### config.mk
export PLATFORM = sky130hd
export DESIGN_NAME = signal_watchdog_mc_flat
export DESIGN_NICKNAME = d
export VERILOG_FILES = /design/src/rtl/signal_watchdog_mc_if.sv /design/src/rtl/signal_watchdog_mc.sv /design/src/flat_wrapper.sv
export SDC_FILE = /design/constraint.sdc
export NUM_CORES = 1
export LEC_CHECK = 0
export ABC_AREA = 0
export CAP_MARGIN = 20
export CORE_MARGIN = 2
export CORE_UTILIZATION = 51
export CTS_CLUSTER_SIZE = 40
export DETAILED_ROUTE_END_ITERATION = 12
export GPL_ROUTABILITY_DRIVEN = 0
export PLACE_DENSITY = 0.74
export SYNTH_ARGS = -nofsm -noshare
export SYNTH_HDL_FRONTEND = slang
export SYNTH_SLANG_ARGS = --single-unit
### constraint.sdc
create_clock -name clk -period 11.25 [get_ports clk]
set_clock_uncertainty 0.2 [all_clocks]
set_input_delay 1.125 -clock clk [delete_from_list [all_inputs] [get_ports clk]]
set_output_delay 1.125 -clock clk [all_outputs]
set_load 0.03 [all_outputs]
### src/rtl/signal_watchdog_mc_if.sv
// Bus bundle for signal_watchdog_mc: I/Q stream, SIGNAL length, thresholds/config and status.
// The front end (master) drives samples and configuration; the watchdog (slave) returns reset/status.
interface signal_watchdog_mc_if #(
    parameter int IQ_DATA_WIDTH = 16,
    parameter int NUM_CH        = 2,
    parameter int LOG2_SUM_LEN  = 6
);
    logic                              enable;
    logic [NUM_CH*2*IQ_DATA_WIDTH-1:0] iq_data;
    logic                              iq_valid;
    logic [15:0]                       signal_len;
    logic                              sig_valid;
    logic [15:0]                       min_signal_len_th;
    logic [15:0]                       max_signal_len_th;
    logic [LOG2_SUM_LEN+1:0]           dc_running_sum_th;
    logic [7:0]                        dc_persist_th;
    logic                              mode_all;
    logic                              clr_status;
    logic                              receiver_rst;
    logic [2:0]                        rst_cause;
    logic [15:0]                       rst_count;

    modport master (
        output enable, iq_data, iq_valid, signal_len, sig_valid,
        output min_signal_len_th, max_signal_len_th, dc_running_sum_th,
        output dc_persist_th, mode_all, clr_status,
        input  receiver_rst, rst_cause, rst_count
    );

    modport slave (
        input  enable, iq_data, iq_valid, signal_len, sig_valid,
        input  min_signal_len_th, max_signal_len_th, dc_running_sum_th,
        input  dc_persist_th, mode_all, clr_status,
        output receiver_rst, rst_cause, rst_count
    );
endinterface

### src/rtl/signal_watchdog_mc.sv
// Multi-channel receiver watchdog: per-component sign running sums detect DC/stuck-sign input,
// SIGNAL length is range-checked, and any trip produces a stretched receiver reset pulse.
module signal_watchdog_mc #(
    parameter int IQ_DATA_WIDTH = 16,
    parameter int NUM_CH        = 2,
    parameter int LOG2_SUM_LEN  = 6,
    parameter int RST_HOLD_LEN  = 16
) (
    input  logic                clk,
    input  logic                rst,
    signal_watchdog_mc_if.slave bus
);
    localparam int W  = 1 << LOG2_SUM_LEN;
    localparam int SW = LOG2_SUM_LEN + 2;
    localparam int NC = 2 * NUM_CH;
    localparam int FW = LOG2_SUM_LEN + 1;
    localparam int HW = (RST_HOLD_LEN > 1) ? $clog2(RST_HOLD_LEN) : 1;

    localparam logic [FW-1:0] FILL_FULL = FW'(W);
    localparam logic [FW-1:0] FILL_LAST = FW'(W - 1);
    localparam logic [HW-1:0] HOLD_LOAD = HW'(RST_HOLD_LEN - 1);

    typedef enum logic [1:0] {
        S_FILL  = 2'd0,
        S_ARMED = 2'd1,
        S_HOLD  = 2'd2
    } state_t;

    state_t          state_q, state_d;
    logic [HW-1:0]   hold_cnt_q, hold_cnt_d;
    logic [FW-1:0]   fill_q, fill_d;
    logic [7:0]      persist_q, persist_d;
    logic [7:0]      persist_inc;
    logic [7:0]      persist_nx;
    logic [7:0]      persist_min;
    logic            valid_d1_q;
    logic [1:0]      dither_q;
    logic            len_trip_q;
    logic [1:0]      len_cause_q;
    logic            receiver_rst_q;
    logic [2:0]      rst_cause_q, rst_cause_d;
    logic [15:0]     rst_count_q, rst_count_d;

    logic            len_lt;
    logic            len_gt;
    logic            dc_trip;
    logic            enter_hold;
    logic            win_clr;
    logic            accept;
    logic [NC-1:0]   comp_dc;
    logic [NUM_CH-1:0] dc_ch;
    logic            dc_agg;

    // ------------------------------------------------------------------
    // Control terms shared by the window and the FSM
    // ------------------------------------------------------------------
    assign len_lt      = bus.signal_len < bus.min_signal_len_th;
    assign len_gt      = bus.signal_len > bus.max_signal_len_th;
    assign persist_min = (bus.dc_persist_th == 8'd0) ? 8'd1 : bus.dc_persist_th;
    assign persist_inc = (persist_q == 8'hFF) ? 8'hFF : persist_q + 8'd1;
    assign persist_nx  = dc_agg ? persist_inc : 8'd0;

    assign dc_trip    = (state_q == S_ARMED) && bus.enable && valid_d1_q &&
                        (persist_nx >= persist_min);
    assign enter_hold = (state_q != S_HOLD) && (dc_trip || len_trip_q);
    // Window stays cleared while disabled and is wiped on every HOLD entry.
    assign win_clr    = enter_hold || ((state_q != S_HOLD) && !bus.enable);
    assign accept     = bus.iq_valid && bus.enable && (state_q != S_HOLD) && !enter_hold;

    // ------------------------------------------------------------------
    // Per-component sign window
    // ------------------------------------------------------------------
    for (genvar gi = 0; gi < NC; gi++) begin : g_comp
        logic signed [IQ_DATA_WIDTH-1:0] samp;
        logic [1:0]    sign_new;
        logic [1:0]    line_q [W];
        logic [SW-1:0] sum_q;
        logic [SW-1:0] sum_abs;
        logic [SW-1:0] ext_new;
        logic [SW-1:0] ext_old;

        assign samp = bus.iq_data[gi*IQ_DATA_WIDTH +: IQ_DATA_WIDTH];

        always_comb begin
            sign_new = dither_q;
            if (samp[IQ_DATA_WIDTH-1]) begin
                sign_new = 2'b11;
            end else if (|samp) begin
                sign_new = 2'b01;
            end
        end

        assign ext_new = {{(SW-2){sign_new[1]}}, sign_new};
        assign ext_old = {{(SW-2){line_q[W-1][1]}}, line_q[W-1]};

        always_ff @(posedge clk) begin
            if (rst || win_clr) begin
                sum_q <= '0;
                for (int i = 0; i < W; i++) begin
                    line_q[i] <= 2'b00;
                end
            end else if (accept) begin
                line_q[0] <= sign_new;
                for (int i = 1; i < W; i++) begin
                    line_q[i] <= line_q[i-1];
                end
                sum_q <= sum_q + ext_new - ext_old;
            end
        end

        // |sum| <= W always fits in SW bits, so the negate cannot wrap.
        assign sum_abs     = sum_q[SW-1] ? (~sum_q + 1'b1) : sum_q;
        assign comp_dc[gi] = (sum_abs >= bus.dc_running_sum_th);
    end

    for (genvar gi = 0; gi < NUM_CH; gi++) begin : g_chan
        assign dc_ch[gi] = comp_dc[2*gi] | comp_dc[2*gi+1];
    end

    assign dc_agg = bus.mode_all ? (&dc_ch) : (|dc_ch);

    // ------------------------------------------------------------------
    // FSM
    // ------------------------------------------------------------------
    always_ff @(posedge clk) begin
        if (rst) begin
            state_q    <= S_FILL;
            hold_cnt_q <= '0;
        end else begin
            state_q    <= state_d;
            hold_cnt_q <= hold_cnt_d;
        end
    end

    always_comb begin
        state_d    = state_q;
        hold_cnt_d = hold_cnt_q;
        case (state_q)
            S_FILL: begin
                if (accept && (fill_q == FILL_LAST)) begin
                    state_d = S_ARMED;
                end
            end
            S_ARMED: begin
                state_d = S_ARMED;
            end
            S_HOLD: begin
                if (len_trip_q) begin
                    hold_cnt_d = HOLD_LOAD;
                end else if (hold_cnt_q == '0) begin
                    state_d = S_FILL;
                end else begin
                    hold_cnt_d = hold_cnt_q - 1'b1;
                end
            end
            default: begin
                state_d = S_FILL;
            end
        endcase
        if (state_q != S_HOLD) begin
            if (enter_hold) begin
                state_d    = S_HOLD;
                hold_cnt_d = HOLD_LOAD;
            end else if (!bus.enable) begin
                state_d = S_FILL;
            end
        end
    end

    // ------------------------------------------------------------------
    // Fill count and DC persistence
    // ------------------------------------------------------------------
    always_comb begin
        fill_d = fill_q;
        if (win_clr) begin
            fill_d = '0;
        end else if (accept && (fill_q != FILL_FULL)) begin
            fill_d = fill_q + 1'b1;
        end
    end

    always_comb begin
        persist_d = persist_q;
        if ((state_q == S_ARMED) && valid_d1_q) begin
            persist_d = persist_nx;
        end
        if (enter_hold || (state_d != S_ARMED)) begin
            persist_d = 8'd0;
        end
    end

    always_ff @(posedge clk) begin
        if (rst) begin
            fill_q      <= '0;
            persist_q   <= 8'd0;
            valid_d1_q  <= 1'b0;
            dither_q    <= 2'b01;
            len_trip_q  <= 1'b0;
            len_cause_q <= 2'b00;
        end else begin
            fill_q      <= fill_d;
            persist_q   <= persist_d;
            valid_d1_q  <= accept;
            // +1 <-> -1 on every valid, independent of state
            if (bus.iq_valid) begin
                dither_q <= ~dither_q + 2'b01;
            end
            len_trip_q  <= bus.sig_valid && (len_lt || len_gt);
            len_cause_q <= bus.sig_valid ? {len_gt, len_lt} : 2'b00;
        end
    end

    // ------------------------------------------------------------------
    // Status and reset output
    // ------------------------------------------------------------------
    always_comb begin
        rst_cause_d = bus.clr_status ? 3'b000 : rst_cause_q;
        rst_count_d = bus.clr_status ? 16'd0 : rst_count_q;
        rst_cause_d = rst_cause_d | {len_cause_q, dc_trip};
        if (enter_hold && (rst_count_d != 16'hFFFF)) begin
            rst_count_d = rst_count_d + 16'd1;
        end
    end

    always_ff @(posedge clk) begin
        if (rst) begin
            receiver_rst_q <= 1'b0;
            rst_cause_q    <= 3'b000;
            rst_count_q    <= 16'd0;
        end else begin
            receiver_rst_q <= (state_d == S_HOLD);
            rst_cause_q    <= rst_cause_d;
            rst_count_q    <= rst_count_d;
        end
    end

    assign bus.receiver_rst = receiver_rst_q;
    assign bus.rst_cause    = rst_cause_q;
    assign bus.rst_count    = rst_count_q;

endmodule

### src/flat_wrapper.sv
// flat-port wrapper written by rule: the top's interface ports become plain ports
module signal_watchdog_mc_flat 
#(
    parameter int IQ_DATA_WIDTH = 16,
    parameter int NUM_CH        = 2,
    parameter int LOG2_SUM_LEN  = 6,
    parameter int RST_HOLD_LEN  = 16
)
  (clk, rst, bus_enable, bus_iq_data, bus_iq_valid, bus_signal_len, bus_sig_valid, bus_min_signal_len_th, bus_max_signal_len_th, bus_dc_running_sum_th, bus_dc_persist_th, bus_mode_all, bus_clr_status, bus_receiver_rst, bus_rst_cause, bus_rst_count);
  signal_watchdog_mc_if #(.IQ_DATA_WIDTH(IQ_DATA_WIDTH), .NUM_CH(NUM_CH), .LOG2_SUM_LEN(LOG2_SUM_LEN)) bus_i ();
  input  logic clk;
  input  logic rst;
  input wire logic [$bits(bus_i.enable)-1:0] bus_enable;
  input wire logic [$bits(bus_i.iq_data)-1:0] bus_iq_data;
  input wire logic [$bits(bus_i.iq_valid)-1:0] bus_iq_valid;
  input wire logic [$bits(bus_i.signal_len)-1:0] bus_signal_len;
  input wire logic [$bits(bus_i.sig_valid)-1:0] bus_sig_valid;
  input wire logic [$bits(bus_i.min_signal_len_th)-1:0] bus_min_signal_len_th;
  input wire logic [$bits(bus_i.max_signal_len_th)-1:0] bus_max_signal_len_th;
  input wire logic [$bits(bus_i.dc_running_sum_th)-1:0] bus_dc_running_sum_th;
  input wire logic [$bits(bus_i.dc_persist_th)-1:0] bus_dc_persist_th;
  input wire logic [$bits(bus_i.mode_all)-1:0] bus_mode_all;
  input wire logic [$bits(bus_i.clr_status)-1:0] bus_clr_status;
  output wire logic [$bits(bus_i.receiver_rst)-1:0] bus_receiver_rst;
  output wire logic [$bits(bus_i.rst_cause)-1:0] bus_rst_cause;
  output wire logic [$bits(bus_i.rst_count)-1:0] bus_rst_count;
  assign bus_i.enable = bus_enable;
  assign bus_i.iq_data = bus_iq_data;
  assign bus_i.iq_valid = bus_iq_valid;
  assign bus_i.signal_len = bus_signal_len;
  assign bus_i.sig_valid = bus_sig_valid;
  assign bus_i.min_signal_len_th = bus_min_signal_len_th;
  assign bus_i.max_signal_len_th = bus_max_signal_len_th;
  assign bus_i.dc_running_sum_th = bus_dc_running_sum_th;
  assign bus_i.dc_persist_th = bus_dc_persist_th;
  assign bus_i.mode_all = bus_mode_all;
  assign bus_i.clr_status = bus_clr_status;
  assign bus_receiver_rst = bus_i.receiver_rst;
  assign bus_rst_cause = bus_i.rst_cause;
  assign bus_rst_count = bus_i.rst_count;
  signal_watchdog_mc #(.IQ_DATA_WIDTH(IQ_DATA_WIDTH), .NUM_CH(NUM_CH), .LOG2_SUM_LEN(LOG2_SUM_LEN), .RST_HOLD_LEN(RST_HOLD_LEN)) u_core (.clk(clk), .rst(rst), .bus(bus_i));
endmodule
; Word-level counts from Yosys, hierarchy flattened
; Memories as Yosys holds them, arrays and structs flattened.
; Cells that the tools add are included.
; W data, S select, Z words.
[word_totals]
register_bits = 79
mem_bits_rw = 512
mem_count = 4
word_cells = 641
out_inout_bits = 20
mem_bits_ro = 0
latch_bits = 0
input_bits = 135
[classes]
magnitude_cmp = 7
n_addsub = 17
n_eq_ne = 9
n_bitwise = 265
shifts = 0
div_mod_pow = 0
mux = 292
reduce_logical = 32
mul = 0
[memory_table]
columns = name, depth, word_bits, read_ports, rd_ports_with_merged_regs, wr, line_no
row1 = u_core.g_comp[0].line_q, 64, 2, 64, 0, 64, signal_watchdog_mc.sv:76  ; logic [1:0] line_q [W];
row2 = u_core.g_comp[1].line_q, 64, 2, 64, 0, 64, signal_watchdog_mc.sv:76
row3 = u_core.g_comp[2].line_q, 64, 2, 64, 0, 64, signal_watchdog_mc.sv:76
row4 = u_core.g_comp[3].line_q, 64, 2, 64, 0, 64, signal_watchdog_mc.sv:76
[op_table]
columns = operator, n
row1 = $mux W2, 270
row2 = $or A1 B1 Y1, 258
row3 = $reduce_or A16 Y1, 4
row4 = $mux W8, 7
row5 = $add A8 B1 Y8 const B, 5
row6 = $ge A8 B8 Y1, 5
row7 = $add A8 B8 Y8, 4
row8 = $mux W16, 2
row9 = $not A8 Y8, 4
row10 = $sub A8 B8 Y8, 4
row11 = $mux W4, 5
row12 = $add A16 B1 Y16 const B, 1
row13 = $gt A16 B16 Y1, 1
row14 = $lt A16 B16 Y1, 1
row15 = $ne A16 B16 Y1 const B, 1
row16 = $logic_and A1 B1 Y1, 13
row17 = $eq A8 B8 Y1 const B, 1
row18 = $logic_not A8 Y1, 1
row19 = $reduce_or A2 Y1, 4
row20 = $add A7 B1 Y7 const B, 1
row21 = $eq A7 B6 Y1 const B, 1
row22 = $ne A7 B7 Y1 const B, 1
row23 = $mux W1, 6
row24 = $pmux W2 S3, 1
row25 = 15 further kinds, 21

; Logic depth before layout (Yosys ltp)
; Gate-level depths: netlist of the first run.
[depth]
ltp_word = 23
mapped_depth = 26
mapped_depth_nobuf = 22

; Worst setup path after synthesis of the first run
; Ideal clock, no wire load.
[synth_path]
path_kind = input -> register
startpoint = input port bus_dc_running_sum_th[0]
endpoint = memory u_core.g_comp[0].line_q[50][1] (netlist: u_core.g_comp[0].line_q[0][101]), enable pin
required_ns = 10.382
path_buffers = 2
slack_ns = 0.059
stages = 18
arrival_ns = 10.323
setup_time_ns = 0.668
cell_sequence = ha_1 -> nand2b_1 -> a2111oi_0 -> a211o_1 -> nand3_1 -> a211oi_1 -> maj3_1 -> buf_2 -> nor2_1 -> ha_1 -> and3_1 -> o2111ai_1 -> o21ai_2 -> nand2_2 -> nand2_1 -> o21ai_1 -> clkbuf_1 -> inv_1
[synth_rtl]
columns = element, line_no
row1 = from (decl), flat_wrapper.sv:20  ; input wire logic [$bits(bus_i.dc_running_sum_th)-1:0] bus_dc_running_sum_th;
row2 = to (decl), signal_watchdog_mc.sv:76

==> impl_metrics.toml, run 1 <==
[logic_synthesis]
async_reset_ff_frac = 0
syn_avg_cell_area_um2 = 12.60
ys.flop_type = "edfxtp_1"
yosysWarnings = 0
netlist_area_um2 = 19040
synthAdderAreaFrac = 0.1010
synth-simple-area-share = 0.1720
synth_compound_area_frac = 0.06704
ys_seq_area_frac = 0.5868
synth_edf_count = 320
synth_top_family_by_area = "simple AND/OR/NAND/NOR gates"
syn_inst = 1511
synthXorXnorAreaFrac = 0.03727
netlist-cell-type-count = 68
ys_ff_latch = 398
synthMuxAreaShare = 0.001052

[power_and_ir_drop]
leakagePower_nw = 9.123
power.density_nw_per_um2 = 164.1
vdd_drop_max_v = 0.0001434

[sta]
finalSetupViolations = 0
max_freq_mhz = 138.8
finalSetupTns_ns = 0
worst_pin_slew_ns = 0.9426
rsz0062_at_grt = "false"
whs_ns = 0.2380
slew_headroom = 0.3716
hold_viol = 0
period_minus_slack_ns = 7.203
report.final.slew_viol_count = 0
period_share = 0.6402

[route]
route.detailed.drc = 0
wl_per_cell_um = 15.01
drt_iter0_drc = 576
via_per_inst = 5.210
wirelength_um = 32510
via_count = 11280
firstDrtPassIters = 5
drt.antenna.violating_nets = 0

[cts]
cts_buffers = 40
clock_latency_ns = 0.54
cts_resized = 0
cts_tree = "yes"
postCtsSetupBuffers = 0
clk_pin_slew_ns = 0.06
clock_tree.root_cell = "clkbuf_16"
htree_levels = 2
cts-hold-fix-buffers = 0
cts_buffer_depth = 3
clock-sinks = 398

[floorplan]
rows = 70
start_util = 0.5188
die_h_um = 197.2
dieArea_um2 = 38890
coreArea_um2 = 36700
ios = 155
die_w_um = 197.2

[layout]
layout-drive-gt1-share = 0.04829
multiInputGateArea_um2 = 7247
fin_cells = 2166
regArea_um2 = 11170
area_growth_syn_to_layout_pct = 17.38
final_util = 0.6089
diodes = 0
fin_nets = 1939
fill_cells = 2754

[global_route]
grt_pass1_vias = 11170
track_usage = 0.1686
grt_max_degree = 169
grt_pass1_wl_um = 54270
grt_overflow = 0
antenna_found_initial = 0

[status]
status = "completed"

[critical_path]
crit_type = "in2reg"
required_ns = 11.45
start_kind = "input pin"
cp_max_fo = 106
endpoint_kind = "flop"
worstPathArrival_ns = 7.40

[place]
dpl.hpwl_um = 20790
portBuffers = 154
dp_cells = 2092

[run]
maxCapViolCount = 0

[hold_path]
min_path_type = "reg2reg"
-- power breakdown --
group	total (mW)	internal, mW	switching (mW)
Sequential	1.79	1.74	0.0545
Combinational	0.518	0.246	0.272
Clock	1.36	0.791	0.564
-- cells in the mapped netlist (all sizes together), types with 4 or more instances --
cell type	n	area share
edfxtp	320	0.50
and2	318	0.10
ha	108	0.071
inv	85	0.017
dfxtp	78	0.082
nor2	66	0.013
xnor2	61	0.028
nand2	51	0.010
a21oi	38	0.010
o21ai	29	0.0078
a22o	28	0.013
clkbuf	28	0.0056
fa	28	0.029
nand3	28	0.0074
buf	25	0.012
a21o	23	0.0091
xor2	20	0.0092
nand2b	18	0.0059
nor3	17	0.0047
nor4	16	0.0053
nor2b	15	0.0049
nand4	12	0.0039
and3	8	0.0026
o41ai	7	0.0032
o2bb2ai	6	0.0028
a211oi	5	0.0020
a31oi	5	0.0016
a41oi	5	0.0023
nor4b	5	0.0023
o21a	5	0.0020
o31ai	5	0.0020
o211ai	4	0.0016
or3	4	0.0013
-- through the flow --
step / instance area [um2] / setup WS, ns / power [mW]
after CTS: 22290 / 4.036 / 3.702
after global placement: 20930 / 3.592 / 2.317
final: 22350 / 4.047 / 3.666
after detailed placement: 20930 / 3.464 / 2.335
after floorplan: 19060 / 0.05941 / 2.207
after global routing: 22350 / 3.593 / 3.838
-- cells by family (layout without fill, tap and decap cells) --
logic type      after synthesis  in the layout
flops                       398            398
mux                           2              2
simple gates                571            571
compound gates              180            180
buf+inv                     140            321
xor+xnor                     81             81
other cells                   2              8
fa+ha+maj                   137            137
-- metal layers --
| layer | track usage | vias up | wire length (um) |
|---|---|---|---|
| met5 | 0 | - | 0 |
| met4 | 0.04372 | 0 | 591 |
| met3 | 0.02629 | 48 | 1223 |
| met2 | 0.2690 | 191 | 14870 |
| met1 | 0.2424 | 5412 | 15820 |
| li1 | - | 5633 | - |
-- flip-flops by register name, indices dropped and copies added, names as in the netlist --
name                     cells
u_core.bus.receiver_rst      1
u_core.bus.rst_cause         3
u_core.fill_q                7
u_core.bus.rst_count        16
u_core.g_comp.sum_q         32
u_core.persist_q             8
u_core.valid_d1_q            1
u_core.g_comp.line_q       320
u_core.state_q               2
u_core.dither_q              1
u_core.hold_cnt_q            4
u_core.len_trip_q            1
u_core.len_cause_q           2
-- placed cells by master (no fill, tap or decap), types with 6 or more instances in the layout --
cell,instances
a21o_1,23
nand2b_1,18
clkinv_1,8
nor2_1,66
and2_1,318
and3_1,8
nor4_1,16
buf_4,6
clkinvlp_4,6
nand3_1,28
clkbuf_16,41
o21ai_0,27
ha_1,108
xor2_1,20
a22o_1,28
o2bb2ai_1,6
nand2_1,50
nand4_1,12
nor2b_1,15
inv_1,84
conb_1,8
a21oi_1,36
clkinv_2,6
clkdlybuf4s50_1,154
fa_1,28
edfxtp_1,320
dfxtp_1,78
xnor2_1,61
o41ai_1,7
nor3_1,16
-- final cells by class --
class / instances / area share
Tap cell: 468 / 0.02621
Timing Repair Buffer: 162 / 0.07346
Clock inverter: 28 / 0.01461
Inverter: 87 / 0.01506
Multi-Input combinational cell: 979 / 0.3243
Sequential cell: 398 / 0.4999
Clock buffer: 44 / 0.04642
-- worst paths after layout --
kind                                          startpoint                                            to  slack [ns]  depth (start not counted)
hold / removal          u_core.len_cause_q[0]$_SDFF_PP0_            u_core.bus.rst_cause[1]$_SDFF_PP0_        0.24                          2
setup / recovery                bus_dc_running_sum_th[0]  u_core.g_comp[0].line_q[0][39]$_SDFFCE_PN0P_        4.05                         19
hold reg to reg         u_core.len_cause_q[0]$_SDFF_PP0_            u_core.bus.rst_cause[1]$_SDFF_PP0_        0.24                          2
setup reg to reg  u_core.g_comp[1].sum_q[0]$_SDFFE_PP0P_  u_core.g_comp[0].line_q[0][39]$_SDFFCE_PN0P_        4.24                         22
-- worst max-delay path: stages --
cell             delay [ns]
clkdlybuf4s50_1        0.57
ha_1                   0.26
nand2b_1               0.13
a2111oi_0              0.44
a211o_1                0.16
nand3_1                0.06
a211oi_1               0.28
maj3_1                 0.63
nor3_1                 0.17
ha_1                   0.34
a21o_1                 0.18
a221oi_2               0.32
o21ai_2                0.12
nand2_2                0.24
nand2_1                0.17
or3_1                  0.57
inv_4                  0.62
buf_4                  0.68
and2_1                 0.22
No activity file was read; power rests on OpenSTA's default activity.
==> run 2: changes to the inputs <==
--- a/config.mk
+++ b/config.mk
@@ -12,7 +12,7 @@
 export CTS_CLUSTER_SIZE = 40
 export DETAILED_ROUTE_END_ITERATION = 12
 export GPL_ROUTABILITY_DRIVEN = 0
-export PLACE_DENSITY = 0.74
+export PLACE_DENSITY = 0.71
 export SYNTH_ARGS = -nofsm -noshare
 export SYNTH_HDL_FRONTEND = slang
 export SYNTH_SLANG_ARGS = --single-unit
==> constraint.sdc (replaced) <==
create_clock -name clk -period 6.8 [get_ports clk]
set_clock_uncertainty 0.2 [all_clocks]
set_input_delay 0.68 -clock clk [delete_from_list [all_inputs] [get_ports clk]]
set_output_delay 0.68 -clock clk [all_outputs]
set_load 0.03 [all_outputs]
==> impl_metrics.toml, run 2 (same netlist as run 1, synthesis figures left out) <==
[status]
status = "completed"

[layout]
regArea_um2 = 11170
multiInputGateArea_um2 = 7308
largest_reg_flops = 320
area_growth_syn_to_layout_pct = 18.20
final_util = 0.6132
fin_cells = 2173
fill_cells = 2832
layout_commonest_cell = "edfxtp_1"
layout_common_cells = "320 x edfxtp_1, 318 x and2_1, 154 x clkdlybuf4s50_1"
fin_nets = 1945
design_area_um2 = 22500
regMostFlops = "u_core.g_comp.line_q"
diodes = 0
layout-drive-gt1-share = 0.05982

[critical_path]
required_ns = 6.99
worstPathArrival_ns = 5.75
max_stage_delay_ns = 0.48
crit_chain = "nor4_1, nor4bb_1, ha_1, and3_1, a211oi_1, nand3_1, a211oi_1, maj3_2, nor3_1, ha_1, a21o_1, a221oi_2, o21ai_2, nand2_2, nand2_1, or3_1, inv_4, buf_12, and2_1"
crit_family = "simple AND/OR/NAND/NOR gates"
crit_type = "reg2reg"
start_kind = "flop"
slowest_stage = "maj3_2"
endpoint_kind = "flop"
cp_num_buf_inv = 2
r2r_setup_slack_ns = 1.24
cp_max_fo = 67

[sta]
max_freq_mhz = 179.8
report.final.slew_viol_count = 0
worst_pin_slew_ns = 0.7752
finalSetupViolations = 0
period_minus_slack_ns = 5.560
rsz0062_at_grt = "false"
period_share = 0.8177
hold_viol = 0
slew_headroom = 0.4764

[place]
dp_cells = 2100
dpl.hpwl_um = 20920
portBuffers = 154
placed_area_um2 = 21130

[floorplan]
coreArea_um2 = 36700
die_h_um = 197.2
ios = 155
dieArea_um2 = 38890
start_util = 0.5188
rows = 70
die_w_um = 197.2

[route]
drt_iter0_drc = 676
wl_per_cell_um = 14.90
via_per_inst = 5.200
firstDrtPassIters = 5
route.detailed.drc = 0
wirelength_um = 32370
via_count = 11300
drt.antenna.violating_nets = 0

[cts]
htree_levels = 2
clk_pin_slew_ns = 0.06
clock-sinks = 398
cts_tree = "yes"
postCtsSetupBuffers = 0
clock_tree.root_cell = "clkbuf_16"
cts_buffer_depth = 3
clock_latency_ns = 0.53
cts_resized = 0
cts-hold-fix-buffers = 0
cts_buffers = 40

[power_and_ir_drop]
power.density_nw_per_um2 = 270.7
vdd_drop_max_v = 0.0001833
leakagePower_nw = 9.185

[global_route]
met1_usage = 0.2541
grt_use_met3 = 0.02459
grt_overflow = 0
grt_pass1_vias = 11050
top_usage_layer = "met2"
grt_max_degree = 151
antenna_found_initial = 0
grtUsageMet2 = 0.2583
track_usage = 0.1705
grt_pass1_wl_um = 54660

[hold_path]
min_path_type = "reg2reg"

[run]
maxCapViolCount = 0
-- run 2: per-layer routing --
metal,vias up,part of all wire
li1,5649,-
met1,5406,0.50
met2,172,0.44
met3,72,0.034
met4,0,0.026
met5,-,0
-- run 2: worst register-to-register path, stage by stage, from the launching register on --
cell and delay (ns):
dfxtp_1 0.40, nor4_1 0.37, nor4bb_1 0.37, ha_1 0.31, and3_1 0.16, a211oi_1 0.22
nand3_1 0.10, a211oi_1 0.29, maj3_2 0.48, nor3_1 0.12, ha_1 0.32, a21o_1 0.17
a221oi_2 0.32, o21ai_2 0.14, nand2_2 0.10, nand2_1 0.11, or3_1 0.43, inv_4 0.34
buf_12 0.28, and2_1 0.21
-- run 2: area by class of cell --
class / instances / share of cell area
clock buffers: 46 / 0.04643
repair buffers: 168 / 0.07707
clock inverters: 27 / 0.01435
flip-flops and latches: 398 / 0.4966
multi-input cells: 979 / 0.3248
well taps: 468 / 0.02602
inverters: 87 / 0.01479
-- run 2: final timing paths --
check                                                      end  depth (start not counted)                              startpoint
setup / recovery  u_core.g_comp[0].line_q[0][37]$_SDFFCE_PN0P_                         19  u_core.g_comp[2].sum_q[2]$_SDFFE_PP0P_
hold reg to reg             u_core.bus.rst_cause[2]$_SDFF_PP0_                          2        u_core.len_cause_q[1]$_SDFF_PP0_
hold / removal              u_core.bus.rst_cause[2]$_SDFF_PP0_                          2        u_core.len_cause_q[1]$_SDFF_PP0_
setup reg to reg  u_core.g_comp[0].line_q[0][37]$_SDFFCE_PN0P_                         19  u_core.g_comp[2].sum_q[2]$_SDFFE_PP0P_
-- run 2: where the power goes --
group / internal (mW) / switching (mW) / leakage (nW) / total (mW)
logic: 0.416 / 0.449 / 4.23 / 0.866
registers: 2.87 / 0.0902 / 4.29 / 2.96
clock network: 1.34 / 0.919 / 0.666 / 2.26
-- run 2: metrics by stage --
stage               hold WS, ns  power [mW]  worst slack [ns]  TNS, ns
detailed placement       0.2268       3.877            0.8905        0
global route             0.2783       6.387            0.8210        0
global placement         0.2224       3.854            0.9174        0
floorplan                0.2130       3.650            -2.343  -749.73
CTS                      0.2422       6.158             1.229        0
finish                   0.2388       6.091             1.240        0
==> run 3: changes to the inputs <==
--- a/config.mk
+++ b/config.mk
@@ -12,7 +12,7 @@
 export CTS_CLUSTER_SIZE = 40
 export DETAILED_ROUTE_END_ITERATION = 12
 export GPL_ROUTABILITY_DRIVEN = 0
-export PLACE_DENSITY = 0.71
+export PLACE_DENSITY = 0.74
 export SYNTH_ARGS = -nofsm -noshare
 export SYNTH_HDL_FRONTEND = slang
 export SYNTH_SLANG_ARGS = --single-unit
==> constraint.sdc (replaced) <==
create_clock -name clk -period 5 [get_ports clk]
set_clock_uncertainty 0.2 [all_clocks]
set_input_delay 0.5 -clock clk [delete_from_list [all_inputs] [get_ports clk]]
set_output_delay 0.5 -clock clk [all_outputs]
set_load 0.03 [all_outputs]
==> impl_metrics.toml, run 3 (same netlist as run 1, synthesis figures left out) <==
[floorplan]
die_w_um = 197.2
dieArea_um2 = 38890
ios = 155
rows = 70
start_util = 0.5188
die_h_um = 197.2
coreArea_um2 = 36700

[layout]
layout_commonest_cell = "edfxtp_1"
fill_cells = 2580
largest_reg_flops = 320
diodes = 0
regMostFlops = "u_core.g_comp.line_q"
area_growth_syn_to_layout_pct = 26.86
design_area_um2 = 24150
layout_common_cells = "320 x edfxtp_1, 316 x and2_1, 154 x clkdlybuf4s50_1"
layout-drive-gt1-share = 0.1266
fin_nets = 2063

[cts]
cts_buffer_depth = 3
clock_tree.root_cell = "clkbuf_16"
cts_tree = "yes"
clk_pin_slew_ns = 0.06
cts_buffers = 41
clock-sinks = 398
htree_levels = 2
cts-hold-fix-buffers = 0
clock_latency_ns = 0.54

[critical_path]
rr_startpoint = "u_core.g_comp[1].sum_q[0]$_SDFFE_PP0P_"
worstPathArrival_ns = 5.18
r2r_setup_slack_ns = 0.02
crit_type = "reg2reg"
cp_max_fo = 8
r2r-end = "u_core.g_comp[2].line_q[0][25]$_SDFFCE_PN0P_"
required_ns = 5.20
start_kind = "flop"
ff2ff_path_depth = 23
endpoint_kind = "flop"

[route]
via_per_inst = 5.296
drt_iter0_drc = 737
drt.antenna.violating_nets = 0
via_count = 12100
wl_per_cell_um = 17.08
wirelength_um = 39040
firstDrtPassIters = 4
route.detailed.drc = 0

[power_and_ir_drop]
leakagePower_nw = 10.03
power.density_nw_per_um2 = 346.2
vdd_drop_max_v = 0.0002776

[hold_path]
min_path_cells = 2
min_to = "u_core.bus.rst_cause[1]$_SDFF_PP0_"
hp-start = "u_core.len_cause_q[0]$_SDFF_PP0_"
min_path_type = "reg2reg"

[status]
status = "completed"

[run]
maxCapViolCount = 0

[sta]
hold_viol = 0
max_freq_mhz = 200.9
rsz0062_at_grt = "true"
period_share = 0.9954
report.final.slew_viol_count = 0
whs_ns = 0.2453
finalSetupViolations = 0
worst_pin_slew_ns = 0.7843
slew_headroom = 0.4752
period_minus_slack_ns = 4.977

[global_route]
antenna_found_initial = 0
grt_overflow = 0
grt_pass1_wl_um = 59270
grt_max_degree = 50
grt_pass1_vias = 12070
track_usage = 0.1859

[place]
portBuffers = 154
dpl.hpwl_um = 23680
placed_area_um2 = 21810
## run 3: layout make-up
type	instances	area, um2	share of cell area
clock buffers	49	1077	0.04461
clock inverters	19	171.4	0.007098
inverters	87	342.8	0.01420
multi-input cells	979	7413	0.3070
flip-flops and latches	398	11170	0.4627
well taps	468	585.6	0.02425
repair buffers	282	3348	0.1386
repair inverters	3	36.28	0.001503
## run 3: metrics by stage
step	total power [mW]	setup slack [ns]	setup TNS, ns	utilization	std cells
3_5_place_dp	5.383	-0.2454	-96.12	0.5942	2168
4_1_cts	8.284	0.01202	0	0.6300	2238
3_3_place_gp	5.335	-0.1983	-87.69	0.5942	2168
6_report	8.361	0.02277	0	0.6581	2285
5_1_grt	8.740	-0.2474	-103.33	0.6581	2285
2_1_floorplan	4.965	-4.143	-1325.73	-	1517
## run 3: how the worst max path moves through the flow
stage	to	cells past startpoint	slack [ns]	start
3_5_place_dp	u_core.g_comp[1].line_q[15][1]$_SDFFCE_PN0P_	19	-0.25	bus_dc_running_sum_th[0]
6_report	u_core.g_comp[2].line_q[0][25]$_SDFFCE_PN0P_	23	0.02	u_core.g_comp[1].sum_q[0]$_SDFFE_PP0P_
2_1_floorplan	u_core.g_comp[0].line_q[0][101]$_SDFFCE_PP0P_	22	-4.14	u_core.g_comp[1].sum_q[0]$_SDFFE_PP0P_
4_1_cts	u_core.g_comp[3].line_q[0][3]$_SDFFCE_PN0P_	22	0.01	u_core.g_comp[1].sum_q[0]$_SDFFE_PP0P_
3_3_place_gp	u_core.g_comp[0].line_q[0][27]$_SDFFCE_PN0P_	19	-0.20	bus_dc_running_sum_th[0]
5_1_grt	u_core.g_comp[0].line_q[0][91]$_SDFFCE_PP0P_	21	-0.25	u_core.g_comp[2].sum_q[4]$_SDFFE_PP0P_
## run 3: metal layers
metal  up-vias  share of wire  GRT usage
li1       5890              -          -
met1      5934           0.45     0.2551
met2       214           0.49     0.3108
met3        64          0.039    0.02749
met4         0          0.022    0.04957
met5         -              0          0
## run 3: what timing repair did
action | in CTS | in global routing
pin swaps | 3 | 17
buffers inserted | 1 | 15
resized for setup | 8 | 56
endpoints found under the setup margin | 474 | 665
cloned | 1 | 34
## run 3: worst max-delay path, stage by stage (launching register included)
cell and delay [ns]:
dfxtp_2 0.33, inv_2 0.07, ha_4 0.14, nand2b_4 0.06, o41ai_4 0.22, xnor2_1 0.17
ha_1 0.28, a21o_1 0.18, a2111oi_2 0.29, o311a_1 0.24, o31a_1 0.14, maj3_2 0.32
a21oi_1 0.08, ha_1 0.31, and3_4 0.19, a221oi_2 0.27, o21ai_2 0.13, nand2_2 0.12
nand2_1 0.08, or3_4 0.46, buf_12 0.18, inv_8 0.08, clkbuf_16 0.15, and2_1 0.14
## run 3: power by group
group / total, mW / switching, mW / internal (mW)
clock: 2.89 / 1.24 / 1.64
combinational: 1.44 / 0.698 / 0.741
sequential: 4.04 / 0.127 / 3.91
total: 8.36 / 2.07 / 6.29
